### config.mk
export PLATFORM = sky130hd
export DESIGN_NAME = command_display_scan
export DESIGN_NICKNAME = d
export VERILOG_FILES = /design/src/rtl/command_display_scan_pkg.sv /design/src/rtl/hex_disp.sv /design/src/rtl/command_display_scan.sv
export SDC_FILE = /design/constraint.sdc
export NUM_CORES = 1
export LEC_CHECK = 0
export BUFFER_PORTS_ARGS = -buffer_cell sky130_fd_sc_hd__buf_2
export CORE_ASPECT_RATIO = 0.8
export CORE_UTILIZATION = 45
export CTS_CLUSTER_SIZE = 25
export DETAILED_ROUTE_END_ITERATION = 6
export SLEW_MARGIN = 15
export SYNTH_ARGS = -nofsm -noshare
export SYNTH_HDL_FRONTEND = slang
export SYNTH_SLANG_ARGS = --single-unit
### constraint.sdc
create_clock -name clk -period 2.8 [get_ports clk]
set_input_delay 0.14 -clock clk [delete_from_list [all_inputs] [get_ports clk]]
set_output_delay 0.14 -clock clk [all_outputs]
set_load 0.05 [all_outputs]
### src/rtl/command_display_scan_pkg.sv
// command_display_scan_pkg
// Shared display definitions: the dark segment pattern and the constant
// helpers used to size the digit count, index and counter fields.
package command_display_scan_pkg;

  // Active-low segments: all ones turns every segment off.
  localparam logic [6:0] SEG_BLANK = 7'h7F;

  // Number of hex digits needed to show a field of w bits.
  function automatic int ceil_div4(input int w);
    return (w + 32'sd3) / 32'sd4;
  endfunction

  // Bits needed to hold values 0..n-1, never less than one bit.
  function automatic int clog2_min1(input int n);
    int r;
    r = 32'sd1;
    for (int i = 1; i < 31; i++) begin
      if ((32'sd1 <<< i) < n) begin
        r = i + 32'sd1;
      end
    end
    return r;
  endfunction

endpackage

### src/rtl/hex_disp.sv
// hex_disp
// Hex nibble to seven-segment decoder, active-low outputs.
// Ports:
//   nibble  in  4  value 0..F to display
//   seg     out 7  segments {g,f,e,d,c,b,a}, 0 = segment lit
module hex_disp (
  input  logic [3:0] nibble,
  output logic [6:0] seg
);

  // Segment lookup for each hex value.
  always_comb begin
    seg = 7'h7F;
    case (nibble)
      4'h0:    seg = 7'h40;
      4'h1:    seg = 7'h79;
      4'h2:    seg = 7'h24;
      4'h3:    seg = 7'h30;
      4'h4:    seg = 7'h19;
      4'h5:    seg = 7'h12;
      4'h6:    seg = 7'h02;
      4'h7:    seg = 7'h78;
      4'h8:    seg = 7'h00;
      4'h9:    seg = 7'h10;
      4'hA:    seg = 7'h08;
      4'hB:    seg = 7'h03;
      4'hC:    seg = 7'h46;
      4'hD:    seg = 7'h21;
      4'hE:    seg = 7'h06;
      4'hF:    seg = 7'h0E;
      default: seg = 7'h7F;
    endcase
  end

endmodule

### src/rtl/command_display_scan.sv
// command_display_scan
// Time-multiplexed hex display of an {address, command} word with a
// blinking cursor digit and a per-frame strobe.
// Ports:
//   clk         in  1             system clock, rising edge
//   rst         in  1             synchronous active-high reset
//   cmd_buf     in  ADDR_W+CMD_W  {address, command}, address in the MSBs
//   load        in  1             capture cmd_buf into the shadow register
//   cursor_en   in  1             enable cursor blinking
//   cursor_pos  in  IDX_W         cursor digit index, 0 = leftmost
//   blank       in  1             force the whole display dark
//   seg         out 7             registered segments, active-low
//   an          out N_DIG         registered digit enables, active-low one-hot
//   frame_done  out 1             high in the last cycle of the last digit slot
module command_display_scan
  import command_display_scan_pkg::*;
#(
  parameter int ADDR_W       = 32'sd5,
  parameter int CMD_W        = 32'sd7,
  parameter int SCAN_DIV     = 32'sd50000,
  parameter int BLINK_FRAMES = 32'sd64,
  localparam int A_DIG = ceil_div4(ADDR_W),
  localparam int C_DIG = ceil_div4(CMD_W),
  localparam int N_DIG = A_DIG + C_DIG,
  localparam int IDX_W = clog2_min1(N_DIG)
) (
  input  logic                     clk,
  input  logic                     rst,
  input  logic [ADDR_W+CMD_W-1:0]  cmd_buf,
  input  logic                     load,
  input  logic                     cursor_en,
  input  logic [IDX_W-1:0]         cursor_pos,
  input  logic                     blank,
  output logic [6:0]               seg,
  output logic [N_DIG-1:0]         an,
  output logic                     frame_done
);

  localparam int A_W   = A_DIG * 32'sd4;
  localparam int C_W   = C_DIG * 32'sd4;
  localparam int SH_W  = N_DIG * 32'sd4;
  localparam int CNT_W = clog2_min1(SCAN_DIV);
  localparam int FR_W  = clog2_min1(BLINK_FRAMES);

  localparam logic [CNT_W-1:0] CNT_LAST = CNT_W'(SCAN_DIV - 32'sd1);
  localparam logic [IDX_W-1:0] IDX_LAST = IDX_W'(N_DIG - 32'sd1);
  localparam logic [FR_W-1:0]  FR_LAST  = FR_W'(BLINK_FRAMES - 32'sd1);
  localparam logic [N_DIG-1:0] AN_ONE   = {{(N_DIG-1){1'b0}}, 1'b1};

  logic [SH_W-1:0]  shadow_q, shadow_d;
  logic [CNT_W-1:0] cnt_q, cnt_d;
  logic [IDX_W-1:0] idx_q, idx_d;
  logic [FR_W-1:0]  fr_q, fr_d;
  logic             ph_q, ph_d;
  logic [N_DIG-1:0] an_q, an_d;
  logic [6:0]       seg_q, seg_d;

  logic             tick_s;
  logic             frame_done_s;
  logic             dark_s;
  logic [3:0]       nib_s;
  logic [6:0]       hex_seg_s;

  // Single decoder shared by all digits through the nibble mux.
  hex_disp u_hex_disp (
    .nibble (nib_s),
    .seg    (hex_seg_s)
  );

  // Scan divider, digit index, blink phase and shadow register next state.
  always_comb begin
    tick_s       = (cnt_q == CNT_LAST);
    frame_done_s = tick_s & (idx_q == IDX_LAST);

    if (tick_s) begin
      cnt_d = '0;
    end else begin
      cnt_d = cnt_q + CNT_W'(1);
    end

    if (!tick_s) begin
      idx_d = idx_q;
    end else if (idx_q == IDX_LAST) begin
      idx_d = '0;
    end else begin
      idx_d = idx_q + IDX_W'(1);
    end

    fr_d = fr_q;
    ph_d = ph_q;
    if (!frame_done_s) begin
      fr_d = fr_q;
    end else if (fr_q == FR_LAST) begin
      fr_d = '0;
      ph_d = ~ph_q;
    end else begin
      fr_d = fr_q + FR_W'(1);
    end

    // Address and command are each zero-extended to whole nibbles.
    if (load) begin
      shadow_d = {A_W'(cmd_buf[ADDR_W+CMD_W-1:CMD_W]), C_W'(cmd_buf[CMD_W-1:0])};
    end else begin
      shadow_d = shadow_q;
    end
  end

  // Nibble select and dark decision feeding the output registers.
  always_comb begin
    // Digit 0 sits in the top nibble; idx never exceeds N_DIG-1 so exactly
    // one term of the OR is selected.
    nib_s = 4'h0;
    for (int i = 0; i < N_DIG; i++) begin
      nib_s = nib_s | ({4{idx_q == IDX_W'(i)}} & shadow_q[SH_W-1-4*i -: 4]);
    end

    // An out-of-range cursor_pos never equals idx, so it blanks nothing.
    dark_s = blank | (cursor_en & ph_q & (cursor_pos == idx_q));

    if (dark_s) begin
      an_d  = {N_DIG{1'b1}};
      seg_d = SEG_BLANK;
    end else begin
      an_d  = ~(AN_ONE << idx_q);
      seg_d = hex_seg_s;
    end
  end

  // State and output registers with synchronous reset.
  always_ff @(posedge clk) begin
    if (rst) begin
      shadow_q <= '0;
      cnt_q    <= '0;
      idx_q    <= '0;
      fr_q     <= '0;
      ph_q     <= 1'b0;
      an_q     <= {N_DIG{1'b1}};
      seg_q    <= SEG_BLANK;
    end else begin
      shadow_q <= shadow_d;
      cnt_q    <= cnt_d;
      idx_q    <= idx_d;
      fr_q     <= fr_d;
      ph_q     <= ph_d;
      an_q     <= an_d;
      seg_q    <= seg_d;
    end
  end

  assign an         = an_q;
  assign seg        = seg_q;
  assign frame_done = frame_done_s;

endmodule

==> Word level (Yosys, flattened, before mapping) <==
Memory sizes are Yosys's and may differ from the RTL's. A register that Yosys moved wholly into a read port is not among the register bits.
Cells that the tools add are included.
{ "word_totals": {"input_bits": 19, "rom_bits": 112, "reg_bits": 41, "out_inout_bits": 12, "n_memories": 1, "word_cells": 36} }
{ "mem_list": {"columns": ["name", "words", "width", "rd", "rd_ports_with_merged_regs", "wr", "line_no", "source"], "rows": [
  ["(name not given)", 16, 7, 1, 1, 0, "hex_disp.sv:14", "case (nibble)"]
]} }
{ "classes": {"muxes": 2, "n_bitwise": 13, "reduce_logical": 4, "add_sub_neg": 3, "eq_ne": 6, "shift": 1} }
{ "ops": {"columns": ["op", "n"], "rows": [
  ["$add A16 B1 Y16 const B", 1],
  ["$eq A16 B16 Y1 const B", 1],
  ["$or A4 B4 Y4", 3],
  ["$and A4 B4 Y4", 2],
  ["$add A6 B1 Y6 const B", 1],
  ["$eq A6 B6 Y1 const B", 1],
  ["$mux W6", 1],
  ["$and A4 B1 Y4", 1],
  ["$and A4 B3 Y4", 1],
  ["$eq A2 B2 Y1 const B", 2],
  ["$not A4 Y4", 1],
  ["$reduce_or A2 Y1", 2],
  ["$shl A1 B2 Y4 const A", 1],
  ["$and A1 B1 Y1", 3],
  ["$add A2 B1 Y2 const B", 1],
  ["$eq A2 B1 Y1 const B", 1],
  ["$eq A2 B2 Y1", 1],
  ["$logic_not A2 Y1", 1],
  ["$mux W2", 1],
  ["$reduce_and A2 Y1", 1],
  ["$not A1 Y1", 1],
  ["$or A1 B1 Y1", 1]
]} }

==> Logic depth before layout (Yosys ltp) <==
Gate-level depths: netlist of run 1.
{ "depth": {"depth_word": 5, "depth_mapped": 9, "depth_no_buf": 9} }

==> Modules after synthesis <==
Synthesis of run 1 repeated with hierarchy kept, for this count alone.
{ "unflattened": {"hier_cells": 246, "hier_area_um2": 2304.7} }
{ "by_module_without_submodules": {"columns": ["mod", "instances", "cells_each", "area_each_um2", "seq_area_each_um2"], "rows": [
  ["command_display_scan", 1, 214, 2029.4, 960.9],
  ["hex_disp", 1, 32, 275.3, 0.0]
]} }

==> Worst setup path after synthesis of run 1 <==
OpenSTA, ideal clock, no wires.
{ "synth_timing": {"path_type": "flip-flop to flip-flop", "startpoint": "reg idx_q[0]", "endpoint": "reg seg_q[3] (netlist: seg[3])", "slack_ns": 0.333, "period_less_slack_ns": 2.467, "stages_incl_launch_ff": 8, "required_time_ns": 2.663, "arrival_time_ns": 2.329, "setup_time_ns": 0.137, "path_buffers": 1, "cell_sequence": "dfxtp_1 > ha_1 > clkdlybuf4s50_2 > a221oi_1 > inv_1 > ha_1 > a211oi_1 > o21ai_0"} }
{ "synth_via": {"elab_chain_cells": 5, "word_cells_on_any_way": 15, "classes_between": "eq/ne: 4; bitwise: 9; reduce/logical: 2"} }
{ "synth_rtl": {"columns": ["element", "line_no", "source"], "rows": [
  ["start: declaration", "command_display_scan.sv:52", "logic [IDX_W-1:0] idx_q, idx_d;"],
  ["start signal: assignment", "command_display_scan.sv:142", "idx_q <= idx_d;"],
  ["$eq A2 B1 Y1 / $logic_not A2 Y1 (equally long branches)", "command_display_scan.sv:114", "nib_s = nib_s | ({4{idx_q == IDX_W'(i)}} & shadow_q[SH_W-1-4*i -: 4]);"],
  ["$and A4 B4 Y4 / $and A4 B1 Y4 (equally long branches)", "command_display_scan.sv:114", null],
  ["$or A4 B4 Y4 (3 in series)", "command_display_scan.sv:114", null],
  ["end: declaration", "command_display_scan.sv:56", "logic [6:0] seg_q, seg_d;"]
]} }
Parallel ways exist; a longest one is shown, timed or not.
A chain may end at the register's enable or synchronous reset.

==> Final worst setup path of run 1 <==
{ "layout_timing": {"startpoint": "reg cnt_q[7]", "endpoint": "out frame_done"} }
{ "layout_via": {"elab_chain_cells": 2} }
{ "layout_rtl": {"columns": ["element", "line_no", "source"], "rows": [
  ["start: declaration", "command_display_scan.sv:51", "logic [CNT_W-1:0] cnt_q, cnt_d;"],
  ["start signal: assignment", "command_display_scan.sv:141", "cnt_q <= cnt_d;"],
  ["$eq A16 B16 Y1", "command_display_scan.sv:72", "tick_s = (cnt_q == CNT_LAST);"],
  ["$and A1 B1 Y1", "command_display_scan.sv:73", "frame_done_s = tick_s & (idx_q == IDX_LAST);"],
  ["end: declaration", "command_display_scan.sv:36", "output logic frame_done"]
]} }
No other way between the ends.

==> metrics.log, run 1 <==
INFO  metric run_status = finished clean
INFO  metric finalCritPeriodShare = 80.77%
INFO  metric dp.final_hpwl = 2996 µm
INFO  metric synth_async_sr_flop_share = 0%
INFO  metric cts.root.buffer_cell = sky130_fd_sc_hd__clkbuf_8
INFO  metric clk_pwr_share = 39.5%
INFO  metric dr.first_iter.drc_count = 90
INFO  metric power.ir.vdd_worst = 258.1 µV
INFO  metric final_period_minus_worst_setup_slack = 2262 ps
INFO  metric num-fill-cells = 451
INFO  metric ant_nets = 0
INFO  metric die-area = 5339 µm²
INFO  metric final_setup_fails = 0
INFO  metric ys_top_cells_by_count = sky130_fd_sc_hd__dfxtp_1 (48), sky130_fd_sc_hd__nor2_1 (38), sky130_fd_sc_hd__nand2_1 (19)
INFO  metric insertion_delay_of_the_later_clocked_pin_in_the_worst_skew_pair = 300 ps
INFO  metric max_h_tree_level = 2
INFO  metric internal-power = 1.032 mW
INFO  metric firstDrtPassIters = 4
INFO  metric die-height = 65.56 µm
INFO  metric io-pin-count = 31
INFO  metric critPathMaxStageDelay = 610 ps
INFO  metric areaGrowthSynthToFinish = 13.16%
INFO  metric floorplan.rows = 22
INFO  metric synthesis.area_per_instance = 9.312 µm²
INFO  metric number_of_global_route_vias_before_repair = 1547
INFO  metric synthMostInstantiatedCell = sky130_fd_sc_hd__dfxtp_1
INFO  metric holdCritPathClass = primary input to flip-flop
INFO  metric route.vias.total = 1754
INFO  metric dp_slack = 608.6 ps
INFO  metric cts.reportedPaths.clkPinSlew = 90 ps
INFO  metric yosys.area.top_type_share = 42.29%
INFO  metric cts_hold_buffers = 0
INFO  metric critPathArrivalTime = 2120 ps
INFO  metric timing.critical_path.slowest_stage_cell = sky130_fd_sc_hd__or4_4
INFO  metric drc = 0
INFO  metric clock_sink_count = 48
INFO  metric timing.final.ws_setup = 538.3 ps
INFO  metric postCtsSetupBuffers = 0
INFO  metric netSwitchingFraction = 22.90%
INFO  metric final_net_count = 305
INFO  metric post_synth_inst_count = 244
INFO  metric drive_gt1_share = 17.82%
INFO  metric post_cts_resized = 0
INFO  metric grt_max_degree = 27
INFO  metric wl_per_cell = 12.79 µm
INFO  metric maximum_count_of_clock_buffers_along_a_single_path = 2
INFO  metric clock_tree_from_tritoncts = yes
INFO  metric multi_input_area = 1192 µm²
INFO  metric area_of_the_mapped_netlist = 2272 µm²
INFO  metric critical_path_required = 2660 ps
INFO  metric worst_setup_path_end_kind = output pin
INFO  metric yosys_register_bits = 48
INFO  metric finalWeightedCongestion = 0.7715
INFO  metric worstPathMaxFanout = 14
INFO  metric rsz0062_at_grt = no
INFO  metric power.static_leakage = 0.9934 nW
INFO  metric synth_cell_types = 46
INFO  metric synth.largest_area_cell = sky130_fd_sc_hd__dfxtp_1
INFO  metric comb_power_share = 7.4%
INFO  metric worstMarginPinSlew = 557.7 ps
INFO  metric cpLargestDelayFamily = simple AND/OR/NAND/NOR gates
INFO  metric synth_flop_cell = sky130_fd_sc_hd__dfxtp_1
INFO  metric synth.top_cells.by_area = sky130_fd_sc_hd__dfxtp_1 (42%), sky130_fd_sc_hd__mux2i_1 (7.5%), sky130_fd_sc_hd__ha_1 (6.6%)
INFO  metric headroom_to_the_max_slew_limit = 62.82%
INFO  metric slew_violations = 0
INFO  metric avgViaCountPerCell = 5.236
INFO  metric max_freq = 0.4422 GHz
INFO  metric critPathBufInv = 2
INFO  metric seq_power_share = 53.1%
INFO  metric antennaDiodeCount = 0
INFO  metric worstPathCellList = or4b_1 -> or4_4 -> inv_1 -> buf_2
INFO  metric criticalPathCategory = flip-flop to output pin
INFO  metric area.sequential = 960.9 µm²
INFO  metric grt_usage = 17.94%
INFO  metric synth_fp_nets = 275
INFO  metric starting_density = 48.27%
INFO  metric worstSetupStartpointType = flip-flop
INFO  metric antenna_found_initial = 0
INFO  metric yosysWarningCount = 0
INFO  metric total_wire_length_after_detailed_routing = 4284 µm
INFO  metric max_cap_viol_count = 0
INFO  metric clock-skew-final = 8.490 ps
INFO  metric grt_first_pass_wirelength = 7272 µm
INFO  metric cts_inserted_buffers = 5
INFO  metric die_w = 81.45 µm
INFO  metric final_hold_violation_count = 0
INFO  metric io_buffer_count = 30
INFO  metric global_route.overflow_total = 0
INFO  metric switchingPower = 306.5 µW
INFO  metric synth-seq-area-share = 42.29%
INFO  metric synth-edff-count = 0
INFO  metric power_density = 520.4 nW/µm²
INFO  metric design.core.area = 4707 µm²
INFO  metric final.setup.tns = 0 ps
[layout by cell type, fill, tap and decap left out, types with 5 or more instances in the layout]
cell type / count
sky130_fd_sc_hd__inv_1: 9
sky130_fd_sc_hd__mux2i_1: 17
sky130_fd_sc_hd__o21ai_0: 5
sky130_fd_sc_hd__xnor2_1: 12
sky130_fd_sc_hd__nand2_1: 19
sky130_fd_sc_hd__nand4_1: 6
sky130_fd_sc_hd__dfxtp_1: 48
sky130_fd_sc_hd__ha_1: 12
sky130_fd_sc_hd__nor4_1: 5
sky130_fd_sc_hd__a21oi_1: 7
sky130_fd_sc_hd__buf_2: 30
sky130_fd_sc_hd__nand3_1: 8
sky130_fd_sc_hd__clkbuf_8: 6
sky130_fd_sc_hd__nor2_1: 38
sky130_fd_sc_hd__buf_4: 5
[registers in the layout (all words and copies together) (netlist names)]
name      count
shadow_q     12
an            4
cnt_q        16
ph_q          1
seg           7
fr_q          6
idx_q         2
[per-stage QoR]
stage | hold WS (ps) | std cells | instance area, µm² | utilization, % | power [mW]
after CTS | 57.50 | 335 | 2571 | 54.63 | 1.351
after global routing | 60.42 | 335 | 2571 | 54.63 | 1.387
after detailed placement | 380.1 | 327 | 2450 | 52.05 | 0.8266
final | 65.28 | 335 | 2571 | 54.63 | 1.338
after floorplan | 274.0 | 244 | 2272 | - | 0.7959
after global placement | 374.1 | 327 | 2450 | 52.05 | 0.8263
[path summary, 6_finish.rpt]
path,startpoint,endpoint,slack [ps],depth (start not counted)
setup / recovery,cnt_q[7],frame_done,540,4
hold / removal,cmd_buf[2],shadow_q[2],70,3
setup reg to reg,cnt_q[7],fr_q[5],580,4
hold reg to reg,cnt_q[0],cnt_q[0],450,1
[metal layers]
| layer | GRT usage [%] | vias to the layer above | share of wire [%] | wire, µm |
|---|---|---|---|---|
| li1 | - | 919 | - | - |
| met1 | 26.62 | 798 | 55 | 2337 |
| met2 | 24.38 | 29 | 40 | 1717 |
| met3 | 4.861 | 8 | 3.8 | 163 |
| met4 | 6.027 | 0 | 1.5 | 65 |
| met5 | 0 | - | 0 | 0 |
[power groups by stage]
stage	Combinational (mW)	Sequential, mW	Clock, mW
2_1_floorplan	0.0501	0.746	0
3_3_place_gp	0.0995	0.727	0
3_5_place_dp	0.0995	0.727	0
4_1_cts	0.0997	0.711	0.540
5_1_grt	0.109	0.714	0.564
6_report	0.0988	0.711	0.528
[cell type report]
| type | count | share of cell area (%) |
|---|---|---|
| clock buffers | 6 | 3.212 |
| repair buffers | 35 | 7.299 |
| flip-flops and latches | 48 | 37.37 |
| well taps | 60 | 2.920 |
| multi-input cells | 175 | 46.37 |
| clock inverters | 2 | 1.509 |
| inverters | 9 | 1.314 |
[kinds of logic (layout without fill, tap and decap cells)]
logic type,count (synthesis),after routing,share of synthesized area (%)
mux,18,18,7.984
xor+xnor,16,16,6.167
buf+inv,21,52,5.231
fa+ha+maj,12,12,6.608
flops,48,48,42.29
compound gates,29,29,8.921
simple gates,100,100,22.80
[worst min-delay path, cell delays in order]
cell and delay, ps:
sky130_fd_sc_hd__buf_2 70, sky130_fd_sc_hd__mux2i_1 50, sky130_fd_sc_hd__nor2_1 70
Power figures use the tool's default switching activity.
==> run 2, diff against run 1 <==
--- a/config.mk
+++ b/config.mk
@@ -10,6 +10,7 @@
 export CORE_UTILIZATION = 45
 export CTS_CLUSTER_SIZE = 25
 export DETAILED_ROUTE_END_ITERATION = 6
+export PLACE_DENSITY = 0.67
 export SLEW_MARGIN = 15
 export SYNTH_ARGS = -nofsm -noshare
 export SYNTH_HDL_FRONTEND = slang
==> constraint.sdc (replaced) <==
create_clock -name clk -period 1.9 [get_ports clk]
set_input_delay 0.095 -clock clk [delete_from_list [all_inputs] [get_ports clk]]
set_output_delay 0.095 -clock clk [all_outputs]
set_load 0.05 [all_outputs]
==> run 2 against run 1 <==
The flow now finishes with violations (setup timing). Setup slack worse by 670 ps. Clock power rose by 18%. Power up 38%. Combinational power up 80%. Critical path depth rose by 1. Sequential power grew 48%. Routed wire length grew 20%. Highest routed layer unchanged.
==> metrics.log, run 2 (synthesis results as in run 1) <==
INFO  metric dr.first_iter.drc_count = 121
INFO  metric final_period_minus_worst_setup_slack = 2030 ps
INFO  metric final_setup_fails = 13
INFO  metric worstMarginPinSlew = 546.2 ps
INFO  metric run_status = finished, violations left
INFO  metric die-area = 5339 µm²
INFO  metric max_h_tree_level = 2
INFO  metric violations_in_the_final_reports = setup timing
INFO  metric dp.final_hpwl = 3345 µm
INFO  metric layout_commonest_cell = sky130_fd_sc_hd__dfxtp_1
INFO  metric max_flop_register = cnt_q
INFO  metric global_route.overflow_total = 0
INFO  metric use_met1 = 27.14%
INFO  metric globalRouteMet2Util = 30.83%
INFO  metric max_cap_viol_count = 0
INFO  metric cts_inserted_buffers = 5
INFO  metric die-height = 65.56 µm
INFO  metric criticalPathCategory = flip-flop to output pin
INFO  metric maximum_count_of_clock_buffers_along_a_single_path = 2
INFO  metric firstDrtPassIters = 4
INFO  metric clock-skew-final = 8.938 ps
INFO  metric cts.root.buffer_cell = sky130_fd_sc_hd__clkbuf_8
INFO  metric power.static_leakage = 1.205 nW
INFO  metric starting_density = 48.27%
INFO  metric clock_sink_count = 48
INFO  metric critical_path_required = 1800 ps
INFO  metric clock_tree_from_tritoncts = yes
INFO  metric timing.hold.worst_path_depth = 3
INFO  metric drive_gt1_share = 38.49%
INFO  metric num-fill-cells = 371
INFO  metric antenna_found_initial = 0
INFO  metric globalRouteMet3Util = 3.889%
INFO  metric gr-max-usage-layer = met2
INFO  metric power_density = 590.9 nW/µm²
INFO  metric power.ir.vdd_worst = 467.6 µV
INFO  metric final.setup.tns = -855.2 ps
INFO  metric placed_insts = 357
INFO  metric io_buffer_count = 30
INFO  metric worstSetupStartpointType = flip-flop
INFO  metric max_freq = 0.4925 GHz
INFO  metric ant_nets = 0
INFO  metric holdCritPathClass = primary input to flip-flop
INFO  metric drc = 0
INFO  metric insertion_delay_of_the_later_clocked_pin_in_the_worst_skew_pair = 300 ps
INFO  metric grt_usage = 19.73%
INFO  metric worstPathMaxFanout = 7
INFO  metric wl_per_cell = 13.61 µm
INFO  metric layoutNonFillerInstCount = 377
INFO  metric io-pin-count = 31
INFO  metric slew_violations = 0
INFO  metric final_hold_violation_count = 0
INFO  metric cts_hold_buffers = 0
INFO  metric route.vias.total = 1960
INFO  metric final_net_count = 347
INFO  metric number_of_global_route_vias_before_repair = 1727
INFO  metric grt_first_pass_wirelength = 7962 µm
INFO  metric worst_setup_path_end_kind = output pin
INFO  metric design.core.area = 4707 µm²
INFO  metric headroom_to_the_max_slew_limit = 63.59%
INFO  metric rsz0062_at_grt = yes
INFO  metric critPathArrivalTime = 1940 ps
INFO  metric post-route-util = 66.35%
INFO  metric antennaDiodeCount = 0
INFO  metric cts.reportedPaths.clkPinSlew = 100 ps
INFO  metric timing.final.ws_setup = -130.4 ps
INFO  metric floorplan.rows = 22
INFO  metric finalWeightedCongestion = 0.8215
INFO  metric finalCritPeriodShare = 106.9%
INFO  metric grt_max_degree = 27
INFO  metric die_w = 81.45 µm
INFO  metric max_reg_flops = 16
INFO  metric avgViaCountPerCell = 5.199
INFO  metric areaGrowthSynthToFinish = 37.45%
INFO  metric mostFrequentLayoutCells = sky130_fd_sc_hd__dfxtp_1 (44), sky130_fd_sc_hd__buf_4 (38), sky130_fd_sc_hd__nor2_1 (37)
INFO  metric total_wire_length_after_detailed_routing = 5131 µm
INFO  metric reg2reg_depth = 5
==> run 2: final cells by class <==
| type | count | area, µm² | area share (%) |
|---|---|---|---|
| Clock inverter | 3 | 23.77 | 0.7612 |
| Sequential cell | 48 | 970.9 | 31.09 |
| Multi-Input combinational cell | 175 | 1395 | 44.67 |
| Clock buffer | 5 | 68.82 | 2.204 |
| Tap cell | 60 | 75.07 | 2.404 |
| Inverter | 9 | 42.54 | 1.362 |
| Timing Repair Buffer | 77 | 546.8 | 17.51 |
==> run 2: worst paths after layout <==
kind | startpoint | end | slack [ps]
setup / recovery | cnt_q[13] | frame_done | -130
setup reg to reg | cnt_q[13] | fr_q[0] | -130
hold / removal | cmd_buf[1] | shadow_q[1] | 20
hold reg to reg | shadow_q[8] | shadow_q[8] | 510
==> run 2: metrics by stage <==
stage	power [mW]	cell area, µm²	hold WS, ps	worst slack [ps]
final	1.845	3123	20.98	-130.4
after global routing	1.910	3123	13.80	-199.8
after CTS	1.840	2899	19.56	-147.9
after detailed placement	1.227	2710	336.6	-119.0
after global placement	1.225	2710	325.7	-50.60
after floorplan	1.177	2311	229.0	-26.60
==> run 2: routing by layer <==
layer | wire length (µm) | vias to the layer above
li1 | - | 1002
met3 | 240 | 5
met5 | 0 | -
met2 | 2367 | 42
met4 | 44 | 0
met1 | 2479 | 911
==> run 2: critical path: stages (launching register included) <==
cell and delay [ps]:
sky130_fd_sc_hd__dfxtp_2 330, sky130_fd_sc_hd__or4b_1 510, sky130_fd_sc_hd__or4_4 480, sky130_fd_sc_hd__buf_6 150, sky130_fd_sc_hd__inv_2 50, sky130_fd_sc_hd__buf_8 130
==> run 2: report_power, final <==
group | switching [mW] | internal, mW
sequential | 0.0143 | 1.03
clock | 0.361 | 0.261
combinational | 0.101 | 0.0765
==> run 2: timing repair <==
item	in CTS	in global routing
endpoints found under the setup margin	12	31
gates resized for setup	21	34
endpoints found under the hold margin	0	0
setup buffers	4	9
pin swaps	4	16
==> run 3, diff against run 2 <==
--- a/config.mk
+++ b/config.mk
@@ -5,11 +5,12 @@
 export SDC_FILE = /design/constraint.sdc
 export NUM_CORES = 1
 export LEC_CHECK = 0
-export BUFFER_PORTS_ARGS = -buffer_cell sky130_fd_sc_hd__buf_2
+export BUFFER_PORTS_ARGS = -buffer_cell sky130_fd_sc_hd__buf_4
 export CORE_ASPECT_RATIO = 0.8
 export CORE_UTILIZATION = 45
 export CTS_CLUSTER_SIZE = 25
 export DETAILED_ROUTE_END_ITERATION = 6
+export HOLD_SLACK_MARGIN = 0.02
 export PLACE_DENSITY = 0.67
 export SLEW_MARGIN = 15
 export SYNTH_ARGS = -nofsm -noshare
==> run 3 against run 2 <==
Cell count is 0.27% higher. Critical path depth stayed put. Clock power is 18% higher. Via count is 1.3% higher. Largest cell class unchanged. Critical endpoint unchanged. The run still ends with setup timing left. Worst hold slack better by 6.6 ps. Power is 7.2% higher. Largest power group unchanged. Sequential share of layout area is 0.67 points lower.
==> metrics.log, run 3 (synthesis results as in run 1) <==
INFO  metric num-fill-cells = 359
INFO  metric clock_sink_count = 48
INFO  metric grt_max_degree = 27
INFO  metric rr_startpoint = cnt_q[13]
INFO  metric critical_path_required = 1800 ps
INFO  metric design.core.area = 4707 µm²
INFO  metric final_net_count = 348
INFO  metric worst_setup_path_end_kind = output pin
INFO  metric comb_power_share = 10.0%
INFO  metric max_h_tree_level = 2
INFO  metric layout_commonest_cell = sky130_fd_sc_hd__buf_4
INFO  metric maximum_count_of_clock_buffers_along_a_single_path = 2
INFO  metric ant_nets = 0
INFO  metric max_cap_viol_count = 0
INFO  metric die-area = 5339 µm²
INFO  metric dp.final_hpwl = 3426 µm
INFO  metric dr.first_iter.drc_count = 69
INFO  metric power.ir.vdd_worst = 408.3 µV
INFO  metric starting_density = 48.27%
INFO  metric power.static_leakage = 1.257 nW
INFO  metric firstDrtPassIters = 4
INFO  metric cts.root.buffer_cell = sky130_fd_sc_hd__clkbuf_8
INFO  metric final_hold_violation_count = 0
INFO  metric floorplan.rows = 22
INFO  metric netSwitchingFraction = 23.32%
INFO  metric final_period_minus_worst_setup_slack = 2093 ps
INFO  metric total_wire_length_after_detailed_routing = 5485 µm
INFO  metric max_reg_flops = 16
INFO  metric timing.critical_path.from = cnt_q[13]
INFO  metric insertion_delay_of_the_later_clocked_pin_in_the_worst_skew_pair = 300 ps
INFO  metric max_flop_register = cnt_q
INFO  metric violations_in_the_final_reports = setup timing
INFO  metric clock_tree_from_tritoncts = yes
INFO  metric finalWeightedCongestion = 0.7784
INFO  metric final_setup_fails = 15
INFO  metric grt_first_pass_wirelength = 8231 µm
INFO  metric worstMarginPinSlew = 409.8 ps
INFO  metric p_total = 1.977 mW
INFO  metric headroom_to_the_max_slew_limit = 72.47%
INFO  metric drc = 0
INFO  metric io-pin-count = 31
INFO  metric antenna_found_initial = 0
INFO  metric cts_inserted_buffers = 5
INFO  metric slew_violations = 0
INFO  metric drive_gt1_share = 36.48%
INFO  metric die-height = 65.56 µm
INFO  metric run_status = finished, violations left
INFO  metric critPathArrivalTime = 2000 ps
INFO  metric antennaDiodeCount = 0
INFO  metric areaGrowthSynthToFinish = 40.47%
INFO  metric clock-skew-final = 6.198 ps
INFO  metric route.vias.total = 1985
INFO  metric holdCritPathClass = primary input to flip-flop
INFO  metric power_density = 619.5 nW/µm²
INFO  metric worst_hold_startpoint = cmd_buf[8]
INFO  metric internal-power = 1.516 mW
INFO  metric area.sequential = 970.9 µm²
INFO  metric timing.final.ws_setup = -192.6 ps
INFO  metric die_w = 81.45 µm
INFO  metric worstPathMaxFanout = 6
INFO  metric max_freq = 0.4779 GHz
INFO  metric clk_pwr_share = 37.1%
INFO  metric criticalPathCategory = flip-flop to output pin
INFO  metric avgViaCountPerCell = 5.251
INFO  metric rsz0062_at_grt = yes
INFO  metric cts.reportedPaths.clkPinSlew = 90 ps
INFO  metric seq_power_share = 52.9%
INFO  metric worstSetupStartpointType = flip-flop
INFO  metric mostFrequentLayoutCells = sky130_fd_sc_hd__buf_4 (69), sky130_fd_sc_hd__dfxtp_1 (44), sky130_fd_sc_hd__nor2_1 (37)
INFO  metric finalCritPeriodShare = 110.1%
INFO  metric multi_input_area = 1374 µm²
INFO  metric final_design_area_no_fill = 3192 µm²
INFO  metric io_buffer_count = 30
INFO  metric grt_usage = 20.51%
INFO  metric wl_per_cell = 14.51 µm
INFO  metric placement.cell_area = 2770 µm²
INFO  metric switchingPower = 461.1 µW
INFO  metric global_route.overflow_total = 0
INFO  metric number_of_global_route_vias_before_repair = 1754
INFO  metric final.setup.tns = -1137 ps
[run 3: changes by cell type in the layout (fill, tap and decap cells not counted), sizes merged]
cell         before  now
buf              77   74
bufinv            0    1
clkbuf            5    6
clkinvlp          3    0
dlygate4sd3       0    4
inv               8    9
[run 3: cell type report]
| type | count | share of cell area, % |
|---|---|---|
| Clock buffer | 6 | 2.274 |
| Clock inverter | 2 | 1.098 |
| Inverter | 9 | 1.294 |
| Multi-Input combinational cell | 175 | 43.04 |
| Sequential cell | 48 | 30.42 |
| Tap cell | 60 | 2.352 |
| Timing Repair Buffer | 78 | 19.52 |
[run 3: critical path, stage by stage (launching register included)]
cell                      delay [ps]
sky130_fd_sc_hd__dfxtp_2         330
sky130_fd_sc_hd__or4b_1          510
sky130_fd_sc_hd__or4_4           470
sky130_fd_sc_hd__buf_4           170
sky130_fd_sc_hd__inv_1            60
sky130_fd_sc_hd__buf_6           150
[run 3: through the flow]
step | hold WS (ps) | cells | util (%) | setup slack (ps)
detailed placement | 336.9 | 355 | 58.85 | -139.0
floorplan | 229.0 | 244 | - | -26.60
finish | 27.62 | 378 | 67.81 | -192.6
CTS | 23.82 | 369 | 63.74 | -192.9
global route | 43.00 | 378 | 67.81 | -273.0
global placement | 327.4 | 355 | 58.85 | -80.60
[run 3: metal layers]
metal  share of wire, %  track usage (%)
met3                3.5            4.167
met1                 48            28.56
met2                 47            30.83
met4                1.2            7.813
met5                  0                0
[run 3: final timing paths]
check                end  slack, ps  depth (start not counted)
max           frame_done       -190                          5
min          shadow_q[9]         30                          3
max reg2reg      fr_q[5]       -190                          5
min reg2reg  shadow_q[8]        500                          2
[run 3: repair_timing]
action,4_1_cts,5_1_grt
pin swaps,4,13
endpoints found under the setup margin,13,31
setup buffers,5,6
hold buffers,1,3
resized for setup,17,27
hold endpoints to repair,1,3
[run 3: power groups by stage]
stage               Clock [mW]  Sequential, mW  Combinational, mW
global route             0.789            1.05              0.211
floorplan                    0            1.10             0.0764
global placement             0            1.07              0.170
detailed placement           0            1.07              0.171
CTS                      0.748            1.05              0.179
finish                   0.733            1.05              0.198
